==> src/rtl/uart_rx_ctrl.sv <==
// Baud-tick generator, receiver ready gating and byte capture FIFO for uart_receiver.
// Define UART_RX_CTRL_DRAIN_EN to keep ticks running for DRAIN_TICKS after enable falls.
module uart_rx_ctrl #(
   parameter int unsigned DIV_WIDTH   = 16,
   parameter int unsigned DEPTH       = 4,
   parameter int unsigned DRAIN_TICKS = 160
) (
   input  logic                         CLKIN,
   input  logic                         RESETN,
   input  logic                         enable,
   input  logic [DIV_WIDTH-1:0]         div,
   output logic                         rx_clock_enable,
   output logic                         rx_ready,
   input  logic [7:0]                   rx_data,
   input  logic                         rx_valid,
   output logic [7:0]                   out_data,
   output logic                         out_valid,
   input  logic                         out_ready,
   output logic [$clog2(DEPTH+1)-1:0]   level,
   output logic                         overflow,
   input  logic                         clear_overflow
);
   localparam int unsigned PW = $clog2(DEPTH);
   localparam int unsigned LW = $clog2(DEPTH+1);
   localparam int unsigned DW = $clog2(DRAIN_TICKS+1);

   typedef enum logic [1:0] {OFF, RUN, DRAIN} state_t;

   state_t               state, state_nxt;
   logic [DIV_WIDTH-1:0] cnt, cnt_nxt;
   logic [DW-1:0]        drain_cnt, drain_nxt;
   logic                 tick_nxt;
   logic                 hit;

   logic [7:0]           mem [DEPTH];
   logic [PW-1:0]        rd_ptr, wr_ptr, rd_nxt;
   logic [LW-1:0]        level_nxt;
   logic                 rx_valid_q;
   logic                 push_req, push, pop, full;
   logic                 ov_nxt, ready_nxt;
   logic [7:0]           data_nxt;

   assign hit = cnt >= div;

   // Run-state sequencing and tick divider
   always_comb begin
      state_nxt = state;
      cnt_nxt   = cnt;
      drain_nxt = drain_cnt;
      tick_nxt  = 1'b0;
      case (state)
         OFF: begin
            cnt_nxt   = '0;
            drain_nxt = '0;
            if (enable) state_nxt = RUN;
         end
         RUN: begin
            drain_nxt = '0;
            cnt_nxt   = hit ? '0 : cnt + DIV_WIDTH'(1);
            tick_nxt  = hit;
            if (!enable) begin
`ifdef UART_RX_CTRL_DRAIN_EN
               state_nxt = DRAIN;
`else
               state_nxt = OFF;
               cnt_nxt   = '0;
               tick_nxt  = 1'b0;
`endif
            end
         end
         DRAIN: begin
            cnt_nxt  = hit ? '0 : cnt + DIV_WIDTH'(1);
            tick_nxt = hit;
            if (hit) drain_nxt = drain_cnt + DW'(1);
            if (enable) begin
               state_nxt = RUN;
               drain_nxt = '0;
            end else if (hit && drain_cnt == DW'(DRAIN_TICKS-1)) begin
               state_nxt = OFF;
            end
         end
         default: state_nxt = OFF;
      endcase
   end

   // FIFO push/pop decisions and next-cycle outputs
   always_comb begin
      push_req  = rx_valid && !rx_valid_q;
      pop       = out_valid && out_ready;
      full      = level == LW'(DEPTH);
      push      = push_req && (!full || pop);
      level_nxt = level;
      if (push && !pop)      level_nxt = level + LW'(1);
      else if (pop && !push) level_nxt = level - LW'(1);
      rd_nxt    = pop ? rd_ptr + PW'(1) : rd_ptr;
      data_nxt  = (push && wr_ptr == rd_nxt) ? rx_data : mem[rd_nxt];
      ov_nxt    = overflow;
      if (clear_overflow)          ov_nxt = 1'b0;
      else if (push_req && !push)  ov_nxt = 1'b1;
      ready_nxt = (state_nxt == RUN) && (level_nxt < LW'(DEPTH));
   end

   always_ff @(posedge CLKIN or negedge RESETN) begin
      if (!RESETN) begin
         state           <= OFF;
         cnt             <= '0;
         drain_cnt       <= '0;
         rx_clock_enable <= 1'b0;
         rx_ready        <= 1'b0;
         rx_valid_q      <= 1'b0;
         rd_ptr          <= '0;
         wr_ptr          <= '0;
         level           <= '0;
         out_valid       <= 1'b0;
         out_data        <= '0;
         overflow        <= 1'b0;
         for (int i = 0; i < DEPTH; i++) mem[i] <= '0;
      end else begin
         state           <= state_nxt;
         cnt             <= cnt_nxt;
         drain_cnt       <= drain_nxt;
         rx_clock_enable <= tick_nxt;
         rx_ready        <= ready_nxt;
         rx_valid_q      <= rx_valid;
         rd_ptr          <= rd_nxt;
         level           <= level_nxt;
         out_valid       <= level_nxt != '0;
         out_data        <= data_nxt;
         overflow        <= ov_nxt;
         if (push) begin
            mem[wr_ptr] <= rx_data;
            wr_ptr      <= wr_ptr + PW'(1);
         end
      end
   end
endmodule
==> config.mk <==
export PLATFORM = sky130hd
export DESIGN_NAME = uart_rx_ctrl
export DESIGN_NICKNAME = d
export VERILOG_FILES = /design/src/rtl/uart_rx_ctrl.sv
export SDC_FILE = /design/constraint.sdc
export NUM_CORES = 1
export LEC_CHECK = 0
export ABC_CLOCK_PERIOD_IN_PS = 6300
export BUFFER_PORTS_ARGS = -buffer_cell sky130_fd_sc_hd__buf_2
export CAP_MARGIN = 20
export CORE_MARGIN = 4
export CORE_UTILIZATION = 40
export DETAILED_ROUTE_END_ITERATION = 7
export GPL_ROUTABILITY_DRIVEN = 0
export GPL_TIMING_DRIVEN = 0
export HOLD_SLACK_MARGIN = 0.06
export PLACE_DENSITY_LB_ADDON = 0.3
export RECOVER_POWER = 100
export SLEW_MARGIN = 10
export SYNTH_ARGS = -nofsm -noshare
export SYNTH_HDL_FRONTEND = slang
export SYNTH_SLANG_ARGS = --single-unit
==> constraint.sdc <==
create_clock -name CLKIN -period 6.3 [get_ports CLKIN]
set_clock_uncertainty 0.2 [all_clocks]
set_input_delay 0.63 -clock CLKIN [delete_from_list [all_inputs] [get_ports CLKIN]]
set_output_delay 0.63 -clock CLKIN [all_outputs]
set_load 0.1 [all_outputs]
## Word level (Yosys, flattened, before mapping)

Cells that the tools add are included.

| operators by class | value |
|---|---|
| shift operators | 0 |
| muxes and demuxes | 25 |
| bitwise logic cells | 2 |
| multiply operators | 0 |
| equality and inequality tests | 7 |
| reductions and logical operators | 22 |
| divide/modulo/power cells | 0 |
| add/sub/neg operators | 6 |
| order comparisons | 5 |

Operators by type and width:

| cell | number |
|---|---|
| two-way mux 8 bit | 6 |
| case mux 16 bit (3 select lines) | 1 |
| bitwise mux 32 bit | 1 |
| two-way mux 16 bit | 2 |
| adder 16 x 1 -> 16 bit, second input constant | 1 |
| binary-select mux 8 bit (select 2 bit) | 1 |
| demux 8 bit (select 2 bit) | 1 |
| greater-or-equal comparator 16 bit | 1 |
| case mux 8 bit (2 select lines) | 1 |
| logical AND 1 bit | 10 |
| two-way mux 2 bit | 5 |
| adder 8 x 1 -> 8 bit, second input constant | 1 |
| equality test 8 bit, second input constant | 1 |
| greater-or-equal comparator 3 bit, second input constant | 2 |
| two-way mux 3 bit | 2 |
| inverter 2 -> 3 bit | 2 |
| case mux 2 bit (3 select lines) | 1 |
| nonzero test 3 bit | 2 |
| adder 2 x 1 -> 2 bit, second input constant | 2 |
| equality test 2 x 1 -> 1 bit, second input constant | 2 |
| zero test 1 bit | 4 |
| nonzero test 2 bit | 2 |
| adder 3 x 1 -> 3 bit, second input constant | 1 |
| equality test 3 bit, second input constant | 1 |
| 12 further kinds | 14 |

| storage, ports and cells | value |
|---|---|
| memory bits (writable) | 0 |
| bits of input ports | 30 |
| memories kept | 0 |
| output and inout port bits | 15 |
| word-level logic and storage cells | 83 |
| flip-flop bits (word level) | 78 |
| bits in latches | 0 |
| memory bits (read-only) | 0 |

## Depth between registers and ports, before layout

Gate-level depths: netlist of the first run.

| logic depth | value |
|---|---|
| word-level depth | 10 |
| depth in mapped cells | 10 |

## Worst setup path after synthesis of the first run

Ideal clock, no wire load.

| timing path | value |
|---|---|
| path kind | register to register |
| start | reg out_valid |
| end | reg out_data[0] |
| slack | 3328 ps |
| arrival | 2647 ps |
| period minus slack after synthesis | 2972 ps |
| cell stages (with the launch flop) | 5 |
| required time | 5975 ps |
| path buffers | 0 |
| path through | dfrtp_1 > nand2_1 > xor2_2 > mux4_2 > mux2_2 |

| on the way | value |
|---|---|
| word-level cells in the longest chain between the ends | 7 |
| elaborated cells on any way between the ends | 11 |

RTL lines:

| what | RTL line | source |
|---|---|---|
| from (decl) | 17 | `output logic out_valid,` |
| from (signal assigned) | 114 | `out_valid <= 1'b0;` |
| from (signal assigned) | 127 | `out_valid <= level_nxt != '0;` |
| logical AND 1 bit * | 89 | `pop = out_valid && out_ready;` |
| two-way mux 2 bit | 95 | `rd_nxt = pop ? rd_ptr + PW'(1) : rd_ptr;` |
| inverter 2 -> 3 bit (not written as such) | 96 | `data_nxt = (push && wr_ptr == rd_nxt) ? rx_data : mem[rd_nxt];` |
| binary-select mux 8 bit (select 2 bit) | 96 |  |
| two-way mux 8 bit (not written as such) (2 in series) | 96 |  |
| two-way mux 8 bit * | 96 |  |
| net data_nxt[0] | 41 | `logic [7:0] data_nxt;` |
| to (signal assigned) | 128 | `out_data <= data_nxt;` |
| to (decl) | 16 | `output logic [7:0] out_data,` |

Mark *: on every way through the listed nets, which the timed path passes. The rest lies on a longest branch. The select of a mux whose other input is x is not followed.
A chain may end at the register's enable or synchronous reset.

## Worst setup path after layout of the first run

| timing path | value |
|---|---|
| start | reg cnt[0] |
| end | reg cnt[10] |

| on the way | value |
|---|---|
| word-level cells in the longest chain between the ends | 4 |
| elaborated cells on any way between the ends | 5 |

RTL lines:

| what | RTL line | source |
|---|---|---|
| from (decl) | 30 | `logic [DIV_WIDTH-1:0] cnt, cnt_nxt;` |
| from (signal assigned) | 120 | `cnt <= cnt_nxt;` |
| adder 16 x 1 -> 16 bit / greater-or-equal comparator 16 bit (equally long branches) | 59, 72, 43 |  |
| two-way mux 16 bit * | 59, 72 |  |
| two-way mux 16 bit | 61 | `if (!enable) begin` |
| case mux 16 bit (3 select lines) * | 51 | `case (state)` |

Every way passes the cells marked *; elsewhere a longest branch is shown, timed or not.

==> results of run 1 <==
routing by layer:
layer | share of wire (%) | up-vias | wire length (um)
met5 | 0 | - | 0
met1 | 47 | 1482 | 4010
met2 | 48 | 40 | 4090
met3 | 2.9 | 7 | 247
li1 | - | 1475 | -
met4 | 1.3 | 0 | 110
critical path: stages, from the launching register on:
cell and delay (ps):
dfrtp_1 440, inv_1 60, ha_1 270, nand2b_1 150
a2111o_1 430, a32o_1 300, nor3_1 870, o21ai_0 200
a31oi_1 220
worst paths after layout:
check,endpoint,startpoint,slack (ps),cells past startpoint
max,cnt[10],cnt[0],3070,8
min,rx_valid_q,rx_valid,190,1
max reg2reg,cnt[10],cnt[0],3070,8
min reg2reg,overflow,overflow,300,2
max in group asynchronous,drain_cnt[0],RESETN,3670,2
min in group asynchronous,out_data[1],RESETN,1140,2
flip-flops by register name, summed over array words and instances, names as in the netlist:
signal,cells
drain_cnt,8
rd_ptr,2
wr_ptr,2
overflow,1
rx_clock_enable,1
mem,32
out_data,8
state,2
rx_valid_q,1
out_valid,1
rx_ready,1
level,3
cnt,16
what timing repair did:
| item | CTS | global route |
|---|---|---|
| setup endpoints to repair | 0 | 0 |
| hold buffers | 1 | 0 |
| setup buffers | 0 | 0 |
| endpoints found under the hold margin | 32 | 0 |
metrics by stage:
stage                     setup slack, ps  total power, mW
after floorplan                      3330             1.56
after global placement               2890             1.72
after detailed placement             2870             1.76
after CTS                            3100             2.19
after global routing                 2830             2.27
final                                3070             2.14
power breakdown:
group	internal, mW	switching (mW)
clock network	0.235	0.188
registers	0.669	0.0826
logic	0.363	0.598
total	1.27	0.868
synth_stat cells (4+ instances only):
master and count:
inv_1 30, a21o_1 11, mux4_2 8, and3_1 7
nor2_1 7, mux2_2 40, nor3_1 6, dfrtp_1 78
nand2b_1 4, a31oi_1 9, a21oi_1 13, nand2_1 29
nand4_1 5, o21ai_0 22, nand3_1 13, xnor2_1 4
nor4_1 4, ha_1 30, or3_1 6
logic make-up (layout without fill, tap and decap cells):
kind of cell    Yosys count  after routing  share of synthesized area (%)
compound gates           77             77                           12.3
xor+xnor                  8              8                           1.84
fa+ha+maj                30             30                           8.91
buf+inv                  34             96                           3.39
flops                    78             78                           46.3
mux                      48             48                           15.0
simple gates             97             97                           12.2
area by class of cell:
cell class	instances	area share, %
inverter	30	2.34
sequential	78	40.6
clock buffer	11	2.94
timing repair buffer	46	4.92
clock inverter	5	1.72
tap	136	3.54
buffer	4	0.312
multi-input combinational	260	43.6
==> impl_metrics.toml, run 1 <==
[status]
outcome = "finished with violations"
failed_checks = "capacitance limit, slew limit"

[finish]
utilization_pct = 46.8
final_cell_area_um2 = 4810
synthToLayoutAreaGrowth_pct = 14.1
drive_above_1_share_pct = 22.1
layout_commonest_cell = "dfrtp_1"
register_area_um2 = 1950
final_cells = 570
multi_input_area_um2 = 2100
nets = 489
layout_common_cells = "78 x dfrtp_1, 40 x mux2_2, 30 x inv_1, 30 x ha_1, 29 x nand2_1"
antenna_cells = 0
fillers = 983

[floorplan]
die_x_um = 111
die-area_um2 = 12200
start_util_pct = 41.0
rows = 37
io_pins = 45
die_y_um = 111
fp.coreArea_um2 = 10300

[global_routing]
grt_use_met2_pct = 23.8
grt_pass1_wl_mm = 14.8
grt_usage_pct = 14.6
grt_max_degree = 47
busiest_layer = "met2"
use_met1_pct = 19.5
grt.overflow.total = 0
antenna_found_initial = 0
grtUsageMet3_pct = 2.74
first_global_vias = 3176

[place]
portBuffers = 44
dp_cells = 553
dp_hpwl_mm = 6.09
placed_area_um2 = 4630

[route]
firstDrtPassIters = 4
drtIter0Drc = 100
vias_per_cell = 5.27
wl_per_cell_um = 14.8
drc = 0
vias = 3004
drt-total-wl_mm = 8.46
ant_nets = 0

[timing]
rsz0062_at_grt = "no"
fmax_mhz = 310
fin_crit_ps = 3230
fin_tns_setup_ps = 0
relSlewSlack_pct = -26.8
fin_crit_sh_pct = 51.2
fin_hold_ws_ps = 192
hold_viol = 0
drv_slew = 33
worstMarginPinSlew_ps = 1900
setup_viol = 0

[critical_path]
critPathRequiredTime_ps = 6370
startpoint_type = "flip-flop"
crit_type = "flip-flop to flip-flop"
endpoint_kind = "flip-flop"
critPathArrivalTime_ps = 3300
cp_max_fo = 9

[pwr]
ir_worst_vdd_mv = 0.400
leakagePower_nw = 2.25
powerDensity_nw_per_um2 = 444

[cts]
cts.sinks = 78
htree_levels = 3
post_cts_resized = 0
cts_buffers = 9
insertion_delay_ps = 360
clockRootBuffer = "clkbuf_8"
clockBufferDepth = 2
cts_tree = "built"
cts.clk_slew.worst_paths_ps = 90

[synthesis]
synth_fp_nets = 432
ys_ff_latch = 78
post_synth_num_cell_types = 49
seq_area_frac_synth_pct = 46.3
yosysWarnings = 0
synth_largest_area_cell = "dfrtp_1"
syn_inst = 372
synth_top_area_share_pct = 46.3
synth_area_um2 = 4210
ys.flop_type = "dfrtp_1"
synth-edff-count = 0
synth_area_leaders = "dfrtp_1 46%, mux2_2 11%, ha_1 8.9%, mux4_2 4.3%, inv_1 2.7%"
avgSynthCellArea_um2 = 11.3
synthArstFlopShare_pct = 100

[flow_run]
cap_violations = 2

[min_path]
hold_class = "input pin to flip-flop"
No activity file was read; power rests on OpenSTA's default activity.
==> run 2, diff against run 1 <==
ABC_CLOCK_PERIOD_IN_PS = 3100   (was 6300)
clock period = 3.1 ns   (was 6.3 ns; I/O delays follow)
==> run 2 against run 1 <==
Against the previous run: sequential share of layout area is 1.1 points lower; the run still ends with capacitance limit, slew limit left; combinational power up 110%; hold slack worse by 52 ps; clock-buffer cell count unchanged; cell count up 1.8%; non-clock buffer count grew 10.
==> impl_metrics.toml, run 2 (same netlist as run 1, synthesis figures left out) <==
[place]
dp_slack_ps = -62.3
portBuffers = 44
dp_hpwl_mm = 6.09

[cts]
htree_levels = 3
cts_tree = "built"
clockBufferDepth = 2
cts.sinks = 78
clockRootBuffer = "clkbuf_8"
cts.clk_slew.worst_paths_ps = 80
cts_buffers = 9
postCtsSetupBuffers = 0
insertion_delay_ps = 360

[pwr]
powerDensity_nw_per_um2 = 885
ir_worst_vdd_mv = 0.814
leakagePower_nw = 2.30

[route]
vias = 3045
vias_per_cell = 5.25
drtIter0Drc = 105
drt-total-wl_mm = 8.50
ant_nets = 0
wl_per_cell_um = 14.7
drc = 0
firstDrtPassIters = 4

[status]
failed_checks = "capacitance limit, slew limit"
outcome = "finished with violations"

[timing]
fin_crit_ps = 2960
worstMarginPinSlew_ps = 1890
fin_hold_ws_ps = 140
rsz0062_at_grt = "yes"
fin_tns_setup_ps = 0
setup_viol = 0
drv_slew = 33
relSlewSlack_pct = -25.9
fin_crit_sh_pct = 95.5
fmax_mhz = 338
hold_viol = 0
fin_ws_ps = 138

[critical_path]
startpoint_type = "flip-flop"
crit_type = "flip-flop to flip-flop"
endpoint_kind = "flip-flop"
cpPeakStageDelay_ps = 430
path_cells = "inv_1 > ha_1 > nand2b_1 > a2111o_1 > a32o_1 > or3_1 > clkbuf_2 > buf_6 > o41ai_2"
startpoint = "cnt[0]"
cp_max_fo = 10
timing.critical_path.buf_inv = 3
critPathArrivalTime_ps = 3010
cp_slowest_cell = "dfrtp_1"
critPathRequiredTime_ps = 3150
timing.rr.start = "cnt[0]"
critPathTopFamily = "compound AO/OA/AOI/OAI gates"

[min_path]
hold_class = "input pin to flip-flop"
hp-start = "enable"

[floorplan]
fp.coreArea_um2 = 10300
die_x_um = 111
die_y_um = 111
start_util_pct = 41.0
rows = 37
die-area_um2 = 12200
io_pins = 45

[global_routing]
antenna_found_initial = 0
first_global_vias = 3218
grt_usage_pct = 14.7
grt.overflow.total = 0
grt_max_degree = 47
grt_pass1_wl_mm = 15.0

[finish]
layout_common_cells = "78 x dfrtp_1, 40 x mux2_2, 30 x inv_1, 30 x ha_1, 29 x nand2_1"
utilization_pct = 48.0
multi_input_area_um2 = 2120
largest_reg_flops = 32
nets = 499
regMostFlops = "mem"
antenna_cells = 0
top_regs = "mem (32), cnt (16)"
synthToLayoutAreaGrowth_pct = 17.2
fillers = 967
layout_commonest_cell = "dfrtp_1"
register_area_um2 = 1950
drive_above_1_share_pct = 22.7

[flow_run]
cap_violations = 1
run 2: changes by cell type in the layout (fill, tap and decap cells not counted), sizes merged:
cell / previous run / this run
clkbuf: 32 / 31
buf: 28 / 29
dlygate4sd3: 1 / 11
run 2: timing repair:
item / CTS / global route
hold buffers: 11 / 0
hold endpoints to repair: 72 / 0
endpoints found under the setup margin: 4 / 8
gates resized for setup: 1 / 1
run 2: report_power, final:
part | leakage [nW] | switching, mW | internal, mW | total [mW]
combinational | 1.20 | 1.22 | 0.755 | 1.98
clock | 0.113 | 0.380 | 0.477 | 0.857
sequential | 0.986 | 0.171 | 1.36 | 1.53
total | 2.30 | 1.78 | 2.59 | 4.37
run 2: worst paths after layout:
path | to | slack, ps | cells past startpoint
max | cnt[8] | 140 | 9
min | state[0] | 140 | 3
max reg2reg | cnt[8] | 140 | 9
min reg2reg | overflow | 300 | 2
max in group asynchronous | drain_cnt[0] | 800 | 2
min in group asynchronous | out_data[1] | 820 | 2
run 2: worst register-to-register path: cells and delay by family (launching register included):
kind                     cells  cell delay [ps]
AO/OA/AOI/OAI                3             1030
adder cells (fa/ha/maj)      1              270
buffers and inverters        3              430
flip-flops                   1              430
AND/OR/NAND/NOR              2              500
run 2: layout make-up:
type / count / share of cell area (%)
tap: 136 / 3.45
timing repair buffer: 56 / 6.82
clock buffer: 11 / 2.87
buffer: 4 / 0.482
multi-input combinational: 260 / 42.9
inverter: 30 / 2.28
sequential: 78 / 39.6
clock inverter: 5 / 1.67
run 2: through the flow:
step                instances  power [mW]  instance area, um2
global placement          552        3.50                4600
finish                    580        4.37                4930
detailed placement        553        3.57                4630
global route              580        4.64                4930
floorplan                 372        3.17                4210
CTS                       580        4.45                4970
run 2: layer usage:
layer / GRT usage [%] / part of all wire (%) / vias up
li1: - / - / 1494
met1: 19.6 / 47 / 1499
met2: 24.1 / 48 / 45
met3: 2.79 / 3.0 / 7
met4: 4.93 / 1.3 / 0
met5: 0 / 0 / -
